<file path="config.mk">
export PLATFORM = sky130hd
export DESIGN_NAME = ascon_session_arbiter
export DESIGN_NICKNAME = d
export VERILOG_FILES = /design/src/rtl/ascon_session_arbiter.sv
export SDC_FILE = /design/constraint.sdc
export NUM_CORES = 1
export LEC_CHECK = 0
export CAP_MARGIN = 20
export CORE_AREA = 10 10 126 128
export CTS_CLUSTER_SIZE = 8
export DETAILED_ROUTE_END_ITERATION = 16
export DIE_AREA = 0 0 136 138
export MAX_ROUTING_LAYER = met4
export PLACE_DENSITY = 0.77
export REMOVE_ABC_BUFFERS = 1
export SYNTH_ARGS = -nofsm -noshare
export SYNTH_HDL_FRONTEND = slang
export SYNTH_SLANG_ARGS = --single-unit
export TNS_END_PERCENT = 30
</file>
<file path="constraint.sdc">
create_clock -name clk -period 2.4 [get_ports clk]
set_input_delay 0.36 -clock clk [delete_from_list [all_inputs] [get_ports clk]]
set_output_delay 0.36 -clock clk [all_outputs]
set_load 0.02 [all_outputs]
</file>
<file path="src/rtl/ascon_session_arbiter.sv">
// -----------------------------------------------------------------------------
// ascon_session_arbiter
//
// Shares one ascon_aead encrypt core between NUM_REQ requesters, one session
// at a time. A session runs from the owner's start pulse until the core
// reports its tag, and the owner then drops req_valid. Ownership rotates
// round-robin. A watchdog revokes a grant when the owner never starts.
//
// Ports
//   clk, rst            clock (rising edge) and asynchronous active-high reset
//   req_valid[i]        requester i asks for / holds a session
//   req_start[i]        1-cycle start pulse from requester i (owner only)
//   req_s_*             per-requester input block streams (data packed 64b/slot)
//   req_m_*             per-requester output block streams (data broadcast)
//   req_tag_valid[i]    tag-ready pulse routed to the owner
//   grant, owner_idx    one-hot owner and its index (0 when nobody owns)
//   timeout_err         1-cycle pulse when the watchdog revokes a grant
//   core_start          registered 1-cycle encrypt start to the core
//   core_busy           core still busy with previous work
//   core_s_*, core_m_*  streams to/from the core, muxed from the owner
//   core_tag_valid      tag pulse from the core, ends the session
//
// The owner index also drives the external key/nonce mux, so it is held
// stable for the whole session and only changes on entry to GRANT or on the
// return to IDLE.
// -----------------------------------------------------------------------------
module ascon_session_arbiter #(
    parameter int NUM_REQ        = 2,
    parameter int IDXW           = $clog2(NUM_REQ),
    parameter int TIMEOUT_CYCLES = 4096
) (
    input  logic                   clk,
    input  logic                   rst,

    input  logic [NUM_REQ-1:0]     req_valid,
    input  logic [NUM_REQ-1:0]     req_start,
    input  logic [NUM_REQ-1:0]     req_s_tvalid,
    input  logic [NUM_REQ*64-1:0]  req_s_tdata,
    input  logic [NUM_REQ-1:0]     req_s_tlast,
    output logic [NUM_REQ-1:0]     req_s_tready,
    output logic [NUM_REQ-1:0]     req_m_tvalid,
    input  logic [NUM_REQ-1:0]     req_m_tready,
    output logic [63:0]            req_m_tdata,
    output logic [NUM_REQ-1:0]     req_tag_valid,

    output logic [NUM_REQ-1:0]     grant,
    output logic [IDXW-1:0]        owner_idx,
    output logic                   timeout_err,

    output logic                   core_start,
    input  logic                   core_busy,
    output logic                   core_s_tvalid,
    output logic [63:0]            core_s_tdata,
    output logic                   core_s_tlast,
    input  logic                   core_s_tready,
    input  logic                   core_m_tvalid,
    input  logic [63:0]            core_m_tdata,
    output logic                   core_m_tready,
    input  logic                   core_tag_valid
);

    // Watchdog counter wide enough to hold TIMEOUT_CYCLES-1.
    localparam int              WDW     = $clog2(TIMEOUT_CYCLES + 1);
    localparam logic [WDW-1:0]  WD_LAST = WDW'(TIMEOUT_CYCLES - 1);

    typedef enum logic [1:0] {
        S_IDLE    = 2'd0,
        S_GRANT   = 2'd1,
        S_RUN     = 2'd2,
        S_RELEASE = 2'd3
    } state_t;

    state_t              r_state;
    logic [IDXW-1:0]     r_rr_ptr;
    logic [WDW-1:0]      r_wd_cnt;
    logic [NUM_REQ-1:0]  r_grant;
    logic [IDXW-1:0]     r_owner_idx;
    logic                r_core_start;
    logic                r_timeout_err;

    logic [IDXW:0]       w_pick;
    logic                w_pick_found;
    logic [IDXW-1:0]     w_pick_idx;
    logic [NUM_REQ-1:0]  w_pick_onehot;
    logic                w_own_valid;
    logic                w_own_start;
    logic                w_run;

    // Successor of an index with explicit wrap, so non-power-of-two
    // NUM_REQ never produces an out-of-range pointer.
    function automatic logic [IDXW-1:0] f_next_idx(input logic [IDXW-1:0] idx);
        if (int'(idx) >= NUM_REQ - 1) begin
            return '0;
        end
        return idx + IDXW'(1);
    endfunction

    // Round-robin pick: first asserted request scanning ptr, ptr+1, ...
    // The scan runs backwards so the closest index to ptr overwrites the
    // others. Returns {found, index}.
    function automatic logic [IDXW:0] f_pick(input logic [NUM_REQ-1:0] valid,
                                             input logic [IDXW-1:0]    ptr);
        logic [IDXW:0] res;
        int            pos;
        res = '0;
        for (int k = NUM_REQ - 1; k >= 0; k--) begin
            pos = int'(ptr) + k;
            if (pos >= NUM_REQ) begin
                pos = pos - NUM_REQ;
            end
            if (valid[pos]) begin
                res = {1'b1, IDXW'(pos)};
            end
        end
        return res;
    endfunction

    assign w_pick        = f_pick(req_valid, r_rr_ptr);
    assign w_pick_found  = w_pick[IDXW];
    assign w_pick_idx    = w_pick[IDXW-1:0];
    assign w_pick_onehot = {{(NUM_REQ-1){1'b0}}, 1'b1} << w_pick_idx;
    assign w_own_valid   = req_valid[r_owner_idx];
    assign w_own_start   = req_start[r_owner_idx];
    assign w_run         = (r_state == S_RUN);

    // -------------------------------------------------------------------------
    // Session FSM with registered grant / start / timeout outputs
    // -------------------------------------------------------------------------
    always_ff @(posedge clk or posedge rst) begin
        if (rst) begin
            r_state       <= S_IDLE;
            r_rr_ptr      <= '0;
            r_wd_cnt      <= '0;
            r_grant       <= '0;
            r_owner_idx   <= '0;
            r_core_start  <= 1'b0;
            r_timeout_err <= 1'b0;
        end else begin
            r_core_start  <= 1'b0;
            r_timeout_err <= 1'b0;
            case (r_state)
                S_IDLE: begin
                    r_wd_cnt <= '0;
                    if (w_pick_found) begin
                        r_grant     <= w_pick_onehot;
                        r_owner_idx <= w_pick_idx;
                        r_state     <= S_GRANT;
                    end
                end

                S_GRANT: begin
                    // A start that the core can accept beats both a dropped
                    // request and an expiring watchdog in the same cycle.
                    if (w_own_start && !core_busy) begin
                        r_core_start <= 1'b1;
                        r_wd_cnt     <= '0;
                        r_state      <= S_RUN;
                    end else if (!w_own_valid) begin
                        r_grant     <= '0;
                        r_owner_idx <= '0;
                        r_rr_ptr    <= f_next_idx(r_owner_idx);
                        r_wd_cnt    <= '0;
                        r_state     <= S_IDLE;
                    end else if (r_wd_cnt == WD_LAST) begin
                        r_timeout_err <= 1'b1;
                        r_grant       <= '0;
                        r_owner_idx   <= '0;
                        r_rr_ptr      <= f_next_idx(r_owner_idx);
                        r_wd_cnt      <= '0;
                        r_state       <= S_IDLE;
                    end else begin
                        r_wd_cnt <= r_wd_cnt + WDW'(1);
                    end
                end

                S_RUN: begin
                    // A dropped req_valid here is deliberately ignored: the
                    // core is mid-message and the session must finish.
                    if (core_tag_valid) begin
                        r_state <= S_RELEASE;
                    end
                end

                S_RELEASE: begin
                    if (!w_own_valid) begin
                        r_grant     <= '0;
                        r_owner_idx <= '0;
                        r_rr_ptr    <= f_next_idx(r_owner_idx);
                        r_state     <= S_IDLE;
                    end
                end

                default: begin
                    r_state <= S_IDLE;
                end
            endcase
        end
    end

    assign grant       = r_grant;
    assign owner_idx   = r_owner_idx;
    assign core_start  = r_core_start;
    assign timeout_err = r_timeout_err;

    // -------------------------------------------------------------------------
    // Stream mux: only the owner is connected, and only while in RUN.
    // Everything else sees zeros so no non-owner can handshake with the core.
    // -------------------------------------------------------------------------
    always_comb begin
        core_s_tvalid = 1'b0;
        core_s_tdata  = '0;
        core_s_tlast  = 1'b0;
        core_m_tready = 1'b0;
        req_s_tready  = '0;
        req_m_tvalid  = '0;
        req_m_tdata   = '0;
        req_tag_valid = '0;
        if (w_run) begin
            core_s_tvalid              = req_s_tvalid[r_owner_idx];
            core_s_tdata               = req_s_tdata[{r_owner_idx, 6'd0} +: 64];
            core_s_tlast               = req_s_tlast[r_owner_idx];
            core_m_tready              = req_m_tready[r_owner_idx];
            req_s_tready[r_owner_idx]  = core_s_tready;
            req_m_tvalid[r_owner_idx]  = core_m_tvalid;
            req_m_tdata                = core_m_tdata;
            req_tag_valid[r_owner_idx] = core_tag_valid;
        end
    end

endmodule

</file>
Word-level counts from Yosys, hierarchy flattened
Index checks and enable logic that the tools add are counted.
W data, S select, Z words.
- add/subtract/negate cells: 5
- magnitude comparators: 7
- eq/ne operators: 10
- shift operators: 2
- mux-type cells: 74
- bitwise operators: 3
- reductions and logical operators: 10
- operators by type and width (cell ; number):
    $mux W64 ; 2
    $shiftx A128 B8 Y64 ; 1
    $lt A32 B3 Y1 const B ; 2
    $mux W32 ; 2
    $mux W1 ; 48
    $mux W13 ; 3
    $mux W2 ; 13
    $pmux W13 S2 ; 1
    $add A13 B1 Y13 const B ; 1
    $eq A13 B12 Y1 const B ; 1
    $ne A2 B2 Y1 const B ; 4
    $pmux W2 S4 ; 1
    $reduce_and A4 Y1 ; 2
    $and A2 B2 Y2 ; 3
    $pmux W2 S3 ; 1
    $reduce_and A5 Y1 ; 1
    $eq A2 B2 Y1 const B ; 2
    $ne A4 B4 Y1 const B ; 1
    $reduce_bool A2 Y1 ; 2
    $ne A3 B3 Y1 const B ; 1
    $pmux W1 S3 ; 1
    $reduce_bool A3 Y1 ; 1
    $sub A1 B2 Y3 const B ; 1
    $sub A2 B2 Y3 const B ; 1
    other kinds (13) ; 15
- flip-flop bits (word level): 21
- input bits: 208
- output and inout port bits: 142
- logic and storage cells: 118

Longest topological paths before layout
Gate-level depths: netlist (run 1).
- word-level depth: 11
- mapped depth: 7
- depth with buffers taken out: 6

Worst setup path after synthesis (run 1)
OpenSTA, ideal clock, no wires.
- path type: register to output
- start: register r_owner_idx (netlist: owner_idx)
- end: output core_m_tready
- data arrival time: 1538 ps
- required time: 2040 ps
- slack: 502 ps
- cell stages (with the launch flop): 5
- buffers on the path: 2
- cells stage by stage: dfrtp_1 > clkbuf_1 > buf_2 > mux2i_1 > nor2b_1
- longest elaborated chain between the ends: 3
- ends and longest elaborated chain (element ; RTL line ; text):
    start, declared ; 77 ; logic [IDXW-1:0] r_owner_idx;
    start signal, assigned ; 146 ; r_owner_idx <= w_pick_idx;
    $mux W1 (implied by the code) (2 in series) ; 222 ; core_m_tready = req_m_tready[r_owner_idx];
    $mux W1 ; 218 ; if (w_run) begin
    end, declared ; 58 ; output logic core_m_tready,
Every way passes these cells. The select of a mux whose other input is x is not followed.

Worst setup path after layout (run 1)
- start: register r_state[0]
- end: output req_m_tdata[16]
- longest elaborated chain between the ends: 2
- ends and longest elaborated chain (element ; RTL line ; text):
    start, declared ; 73 ; state_t r_state;
    start signal, assigned ; 131 ; r_state <= S_IDLE;
    start signal, assigned ; 147 ; r_state <= S_GRANT;
    start signal, assigned ; 157 ; r_state <= S_RUN;
    $eq A2 B2 Y1 ; 124 ; assign w_run = (r_state == S_RUN);
    $mux W64 ; 218 ;
    end, declared ; 43 ; output logic [63:0] req_m_tdata,
Every way passes these cells.

==> results by stage, run 1 <==
Outcome:
- The run finished with clean final reports.

Power:
- The internal power is around 1.9 mW.
- Summing internal, switching and leakage power gives 3.28 mW.
- For this design the static power due to leakage is roughly 3.2 nW.
- The clock network accounts for approximately 14% of the total power.
- Dividing total power by cell area gives a power density of between 500 and 600 mW/mm^2.
- Across the VDD grid, the largest voltage drop is between 0.3 and 0.4 mV.
- Net switching is 42.7% of the power.
- The switching power is ~1.4 mW.
- The combinational share of power is between 70% and 80%.
- The share of total power dissipated in sequential elements is 14.8%.

Synth:
- Yosys mapped a number of flops with a built-in enable equal to 0.
- Summing every instance area after synthesis gives 0.00280 mm^2.
- Counting flops and latches in the post-synthesis netlist gives 20.
- The gate count after technology mapping is 340.
- The fraction of the yosys area taken by sequential cells is between 10% and 20%.
- The most used flip-flop cell after synthesis is sky130_fd_sc_hd__dfrtp_1.
- After synthesis, the share of flip-flops with an asynchronous set or reset is 100%.
- Synthesis instantiated 39 different standard cells from the library.
- The number of warnings printed during yosys synthesis is 0.
- The mean cell area of the mapped netlist is 8.23 um^2.

Placement:
- The number of placed instances, taps included, is 851.
- The HPWL after detailed placement is 16.0 mm.
- The last weighted congestion value of the routability-driven placer is approximately 0.9.
- Buffers placed on the I/O ports in this run total approximately 350.
- At the placement stage, the worst setup path has a slack of between 0.15 and 0.2 ns.
- After detailed placement, the total cell area comes to between 0.006 and 0.007 mm^2.

Layout:
- After filler insertion, the fill cell instance count of the layout stands at roughly 1300.
- Leaving out fill and tap cells, the most frequent cells in the layout are 212 x sky130_fd_sc_hd__clkdlybuf4s50_1, 125 x sky130_fd_sc_hd__dlygate4sd2_1, 72 x sky130_fd_sc_hd__mux2i_1, 69 x sky130_fd_sc_hd__nor2b_1, 68 x sky130_fd_sc_hd__and2_1.
- The share of final-layout standard cells stronger than drive strength 1 is 5.19%.
- Across the whole layout, storage elements account for around 500 um^2.
- The library cell used most frequently in the layout, excluding fill and tap cells, is sky130_fd_sc_hd__clkdlybuf4s50_1.
- The synthesis-to-finish area growth is 132%.
- The post-layout instance area is ~0.0065 mm^2.
- The final cell count without fillers is roughly 860.
- The number of diodes added for antenna fixing is 0.
- The net count of the finished layout is approximately 890.
- Cells fill 48.0% of the core in the end.
- In the final layout, the multi-input gates occupy between 0.002 and 0.0025 mm^2.

Timing:
- The slew at the pin with the worst max-slew slack is just under 0.8 ns.
- Subtracting the final worst setup slack from the clock period gives 2.25 ns.
- Setup violations remaining at the end of the flow were counted as 0.
- Headroom to the max-slew limit came out at approximately half.
- The number of max-slew violations in the final report came to 0.
- The upper clock frequency limit is 0.445 GHz.
- Adding up every negative setup slack in the final design gives 0 ns.
- The worst path uses a little over nine tenths of the clock period.
- The count of final hold-check violations is 0.
- Setup repair after global routing left no endpoint under its margin.
- On the final layout, the worst hold slack is roughly 0.53 ns.
- Across all setup checks in the final design, the least slack found is around 0.15 ns.
- The worst-case clock skew is ~0.0035 ns.

Worst setup path:
- For the worst flop-to-flop path, the logic depth is 4.
- The kind of critical path is flip-flop to primary output.
- The critical path buffer and inverter count is 3.
- The family of cells with the greatest summed delay on the critical path is buffers and inverters.
- Of all nets on the critical path, the largest fanout is a little over 70.
- STA classifies the critical path endpoint as a primary output.
- The critical path required time is 2.04 ns.
- The critical path goes through inv_1 -> ha_4 -> buf_12 -> and2_1 -> dlygate4sd2_1.
- On the critical path, the stage with the largest delay is an instance of sky130_fd_sc_hd__dfrtp_1.
- The critical path depth in cells is 5.
- The endpoint arrival time on the critical path is between 1.5 and 2 ns.
- The startpoint class of the critical path is a flip-flop.
- The largest single stage delay on the critical path is between 0.4 and 0.5 ns.

Route:
- Using the TritonRoute via totals, the vias-per-cell ratio works out to 4.38.
- After detailed routing, the total wire length is 18.1 mm.
- After detailed routing, the number of remaining DRC violations is 0.
- The first-pass iteration count of the detailed router is 6.
- The antenna violation net count after detailed routing is 0.
- The average wire length per cell after detail routing is between 20 and 25 um.
- The number of vias in the routed layout is ~3700.
- For this block, the initial DRC count from the detailed router was slightly below 200.

Clock network:
- In this run the number of H-tree levels came out at 1.
- After clock tree synthesis, the clock-pin slew on the worst setup and hold paths is 0.06 ns.
- The CTS tree is yes.
- The root buffer cell chosen for the clock tree is sky130_fd_sc_hd__clkbuf_16.
- For this design, the CTS-stage hold fixing added 0 buffers.
- The clock sink total is 20.
- At the later pin of the worst-skew pair, clock insertion delay measures ~0.26 ns.
- The deepest clock path buffer count is 2.
- Counting the buffers created by CTS gives 3.

Worst hold path:
- The min-delay analysis places its worst path in the category flip-flop to flip-flop.
- The number of instances on the worst hold path is 2.

GRT:
- In the global route stage, overall resource usage came out at between 10% and 20%.
- The number of global-route vias before repair is around 4000.
- The pin count of the biggest net entering global routing is 72.
- The initial antenna violation count is 0.
- The first-pass GRT wire length is between 20 and 30 mm.
- For this run the aggregate overflow at the end of global routing stands at 0.

Floorplan:
- The floorplan die width is around 140 um.
- The die outline height is ~140 um.
- The floorplan has 43 rows.
- The placeable core region is around 0.014 mm^2.
- The initial core utilization is between 20 and 25%.
- Pin placement for this block handled 350 I/O pins.
- The die area is ~0.019 mm^2.

Run:
- The max-cap violation count is 0.
-- final cells by class --
type                    instances  area share (%)
clock buffers                   3            1.16
clock inverters                 1           0.463
inverters                      11           0.636
multi-input cells             282            33.1
flip-flops and latches         20            7.77
well taps                     180            3.47
repair buffers                358            53.4
-- cells in the mapped netlist (all sizes together), types with 5 or more instances --
master | number | share of area [%]
buf | 10 | 2.0
dfrtp | 20 | 18
nor2b | 69 | 15
xnor2 | 6 | 1.9
a21oi | 7 | 1.3
nand2 | 6 | 0.80
o211ai | 5 | 2.0
mux2i | 72 | 26
ha | 5 | 2.2
o21ai | 5 | 0.89
inv | 11 | 1.5
and2 | 68 | 15
clkbuf | 17 | 2.3
-- path summary, 6_finish.rpt --
| check | start | to | slack [ns] |
|---|---|---|---|
| setup reg to reg | owner_idx | grant[0] | 0.46 |
| max in group asynchronous | rst | owner_idx | 1.30 |
| min in group asynchronous | rst | core_start | 0.54 |
| setup / recovery | r_state[0] | req_m_tdata[16] | 0.15 |
| hold / removal | r_rr_ptr | r_rr_ptr | 0.53 |
| hold reg to reg | r_rr_ptr | r_rr_ptr | 0.53 |
-- power by group through the flow --
stage          sequential (mW)  clock [mW]  combinational [mW]
6_report                 0.486       0.472                2.32
5_1_grt                  0.501       0.492                2.49
4_1_cts                  0.488       0.474                2.34
3_5_place_dp             0.494           0                2.46
3_3_place_gp             0.487           0                2.42
2_1_floorplan            0.620           0                1.23
-- sequential cells by signal, indices dropped and copies added, names as in the netlist, named ones only --
register,flops
owner_idx,1
r_wd_cnt,13
timeout_err,1
core_start,1
grant,1
r_rr_ptr,1
r_state,1
-- tightest hold or removal path: cells and delay by family (launching register included) --
| kind | cells | cell delay (ns) |
|---|---|---|
| DFF | 1 | 0.37 |
| muxes | 1 | 0.06 |
| buffers and inverters | 1 | 0.05 |
-- metal layers --
layer | vias up | global-route usage, % | part of all wire (%)
met5 | - | - | 0
met2 | 155 | 33.3 | 54
li1 | 1813 | - | -
met3 | 25 | 5.87 | 7.3
met4 | 0 | 5.83 | 3.1
met1 | 1749 | 18.8 | 36
-- what timing repair did --
item | 4_1_cts | 5_1_grt
endpoints found under the setup margin | 125 | 0
setup buffers | 0 | 0
resized for setup | 125 | 0
-- cell families after synthesis --
| family | after synthesis | share of synthesized area [%] |
|---|---|---|
| fa+ha+maj | 5 | 2.24 |
| xor+xnor | 7 | 2.19 |
| flops | 20 | 17.9 |
| simple gates | 170 | 38.3 |
| compound gates | 25 | 6.66 |
| buf+inv | 38 | 5.72 |
| mux | 75 | 27.0 |
(Power assumes the default switching activity.)
==> run 2, diff against run 1 <==
==> constraint.sdc (replaced) <==
create_clock -name clk -period 2.45 [get_ports clk]
set_input_delay 0.3675 -clock clk [delete_from_list [all_inputs] [get_ports clk]]
set_output_delay 0.3675 -clock clk [all_outputs]
set_load 0.02 [all_outputs]
==> results by stage, run 2 (synthesized netlist as in run 1, its figures left out) <==
Outcome:
- The flow ran to the end, and the final reports show no timing, DRC or antenna violations.

Timing:
- The slew at the pin with the worst max-slew slack was 0.757 ns (-0.0127 ns).
- The count of final hold-check violations came to 0 (unchanged).
- The final period demand of the worst path is 2.40 ns.
- The remaining max-slew budget at the tightest pin is 49.4% (+0.85 points).
- The worst-case clock skew came to 0.00275 ns (-0.000796 ns).
- The total of endpoints with negative setup slack in the final report is 0 (unchanged).
- The share of the clock period used by the worst path after layout is a little under 100%.
- Static timing analysis puts the maximum clock frequency at ~0.42 GHz.
- The worst hold margin is 0.518 ns (-0.00770 ns).
- The worst-case setup margin in the final layout is 0.0484 ns (-0.105 ns).
- The setup TNS was 0 ns (unchanged).
- The number of max-slew violations in the final report was 0 (unchanged).
- Setup repair after global routing could not meet its margin everywhere.

Floorplan:
- The die area is 0.0188 mm^2 (unchanged).
- The total number of placement rows is 43 (unchanged).
- The placeable core region is 0.0135 mm^2 (unchanged).
- The die outline height was 138 um (unchanged).
- The initial core utilization is 20.7% (unchanged).
- The floorplan die width is 136 um (unchanged).
- The number of primary I/O pins is 350 (unchanged).

Clock network:
- The total of hold buffers inserted after clock tree synthesis is 0 (unchanged).
- The clock latency on the worst-skew pair is 0.26 ns (about the same).
- The total number of H-tree levels is 1 (unchanged).
- The clock slew at the register clock pins of the worst setup and hold paths is 0.06 ns (about the same).
- The number of CTS-inserted buffers came to 3 (unchanged).
- The cell chosen for the clock root is sky130_fd_sc_hd__clkbuf_16.
- The deepest clock path buffer count is 2 (unchanged).
- The clock sink total was 20 (unchanged).
- TritonCTS built the clock tree.

Layout:
- The net count of the finished layout is 889 (unchanged).
- The library cell used most frequently in the layout, excluding fill and tap cells, is sky130_fd_sc_hd__clkdlybuf4s50_1.
- From synthesis to final layout, the design area changed by 147%.
- The share of final-layout standard cells stronger than drive strength 1 is 5.19% (unchanged).
- The register with the most flip-flops in the final layout is r_wd_cnt.
- The final cell count without fillers is 856 (+0.12%).
- The top cell types in the final layout, fill and taps aside, are 216 x sky130_fd_sc_hd__clkdlybuf4s50_1, 109 x sky130_fd_sc_hd__dlymetal6s2s_1, 72 x sky130_fd_sc_hd__mux2i_1, 69 x sky130_fd_sc_hd__nor2b_1, 68 x sky130_fd_sc_hd__and2_1.
- The post-layout instance area is 0.00690 mm^2 (+6.4%).
- The core utilization of the finished layout came to 51.1% (+3.1 points).
- The number of flip-flops in the largest register came to 13 (unchanged).

Placement:
- The number of buffers inserted by port buffering was 349 (unchanged).
- The worst setup slack before clock tree synthesis is 0.255 ns (+0.0751 ns).
- The placement-stage cell area is 0.00652 mm^2 (-0.34%).
- The last weighted congestion value of the routability-driven placer is 0.939 (+1.5%).
- The total placed cells including tap cells is 848 (-0.35%).
- The sum of net half-perimeters after detailed placement is 16.0 mm (+0.42%).

Route:
- The first-pass iteration count of the detailed router came to 4 (-2).
- The number of vias per cell is 4.35 (-0.70%).
- The total detailed-routing wirelength is 18.6 mm (+2.6%).
- The average wire length per cell after detail routing is 21.7 um (+2.5%).
- The DRC violation count after routing is 0 (unchanged).
- The number of vias in the routed layout was 3720 (-0.59%).
- The antenna violation net count after detailed routing is 0 (unchanged).
- The violation count after the first detailed-routing iteration is 142 (-27%).

Power:
- The leakage power figure is 4.61 nW (+46%).
- The power density relative to cell area is 479 mW/mm^2 (-5.3%).
- The overall power is 3.31 mW (+0.76%).
- The maximum vdd drop is 0.315 mV (+4.4%).

Worst setup path:
- The top fanout value on the critical path is 65 (-8.5%).
- The critical path required time is 2.08 ns (+0.04 ns).
- The worst setup path is captured at a primary output.
- The kind of critical path is flip-flop to primary output.
- The startpoint class of the critical path is a flip-flop.
- The endpoint arrival time on the critical path is 2.03 ns (+0.14 ns).
- The register-to-register setup slack is 0.45 ns (about the same).

GRT:
- The initial antenna violation count is 1 (+1).
- The global routing usage summed across all routing layers came to 18.8% (+0.15 points).
- The number of global-route vias before repair is 4018 (-0.86%).
- The pin count of the biggest net entering global routing is 72 (unchanged).
- The total grt overflow is 0 (unchanged).
- The first-pass GRT wire length came to 26.1 mm (+0.83%).

Run:
- The max-cap violation count is 0 (unchanged).

Worst hold path:
- The type of the worst min-delay path is flip-flop to flip-flop.
==> run 2: cell types whose count changed in the layout (fill, tap and decap cells not counted), sizes merged <==
cell	previous run	this run
diode	0	1
dlymetal6s2s	0	109
dlygate4sd2	125	12
clkdlybuf4s50	212	216
==> run 2: worst paths after layout <==
kind | from | end | depth (start not counted)
max in group asynchronous | rst | owner_idx | 2
hold / removal | grant[0] | grant[0] | 1
min in group asynchronous | rst | core_start | 2
hold reg to reg | grant[0] | grant[0] | 1
setup / recovery | r_state[0] | req_m_tvalid[1] | 5
setup reg to reg | owner_idx | owner_idx | 5
==> run 2: per-layer routing <==
| layer | vias up | part of all wire (%) | track usage, % |
|---|---|---|---|
| li1 | 1806 | - | - |
| met1 | 1717 | 35 | 19.5 |
| met2 | 172 | 54 | 33.2 |
| met3 | 25 | 8.1 | 6.34 |
| met4 | 0 | 3.0 | 4.49 |
| met5 | - | 0 | - |
==> run 2: layout make-up <==
class	count	area, um^2
Inverter	11	41.3
Fill cell	1173	6600
Clock buffer	3	75.1
Sequential cell	20	504
Clock inverter	1	30.0
Antenna cell	1	2.50
Timing Repair Buffer	358	3880
Tap cell	180	225
Multi-Input combinational cell	282	2150
==> run 2: report_power, final <==
part           switching, mW  internal, mW  total, mW  leakage (nW)
combinational           1.20          1.22       2.42          4.29
sequential            0.0538         0.383      0.437         0.268
clock                  0.126         0.324      0.451        0.0511
total                   1.38          1.93       3.31          4.61
==> run 2: worst max-delay path, stage by stage, from the launching register on <==
cell,delay (ns)
sky130_fd_sc_hd__dfrtp_1,0.41
sky130_fd_sc_hd__inv_1,0.15
sky130_fd_sc_hd__ha_4,0.19
sky130_fd_sc_hd__buf_12,0.22
sky130_fd_sc_hd__and3_1,0.18
sky130_fd_sc_hd__clkdlybuf4s50_1,0.60
==> run 2: what timing repair did <==
item / in CTS / in global routing
gates resized for setup: 12 / 109
gates cloned: 0 / 0
endpoints found under the setup margin: 14 / 113
buffers inserted: 3 / 0
pin swaps: 0 / 0
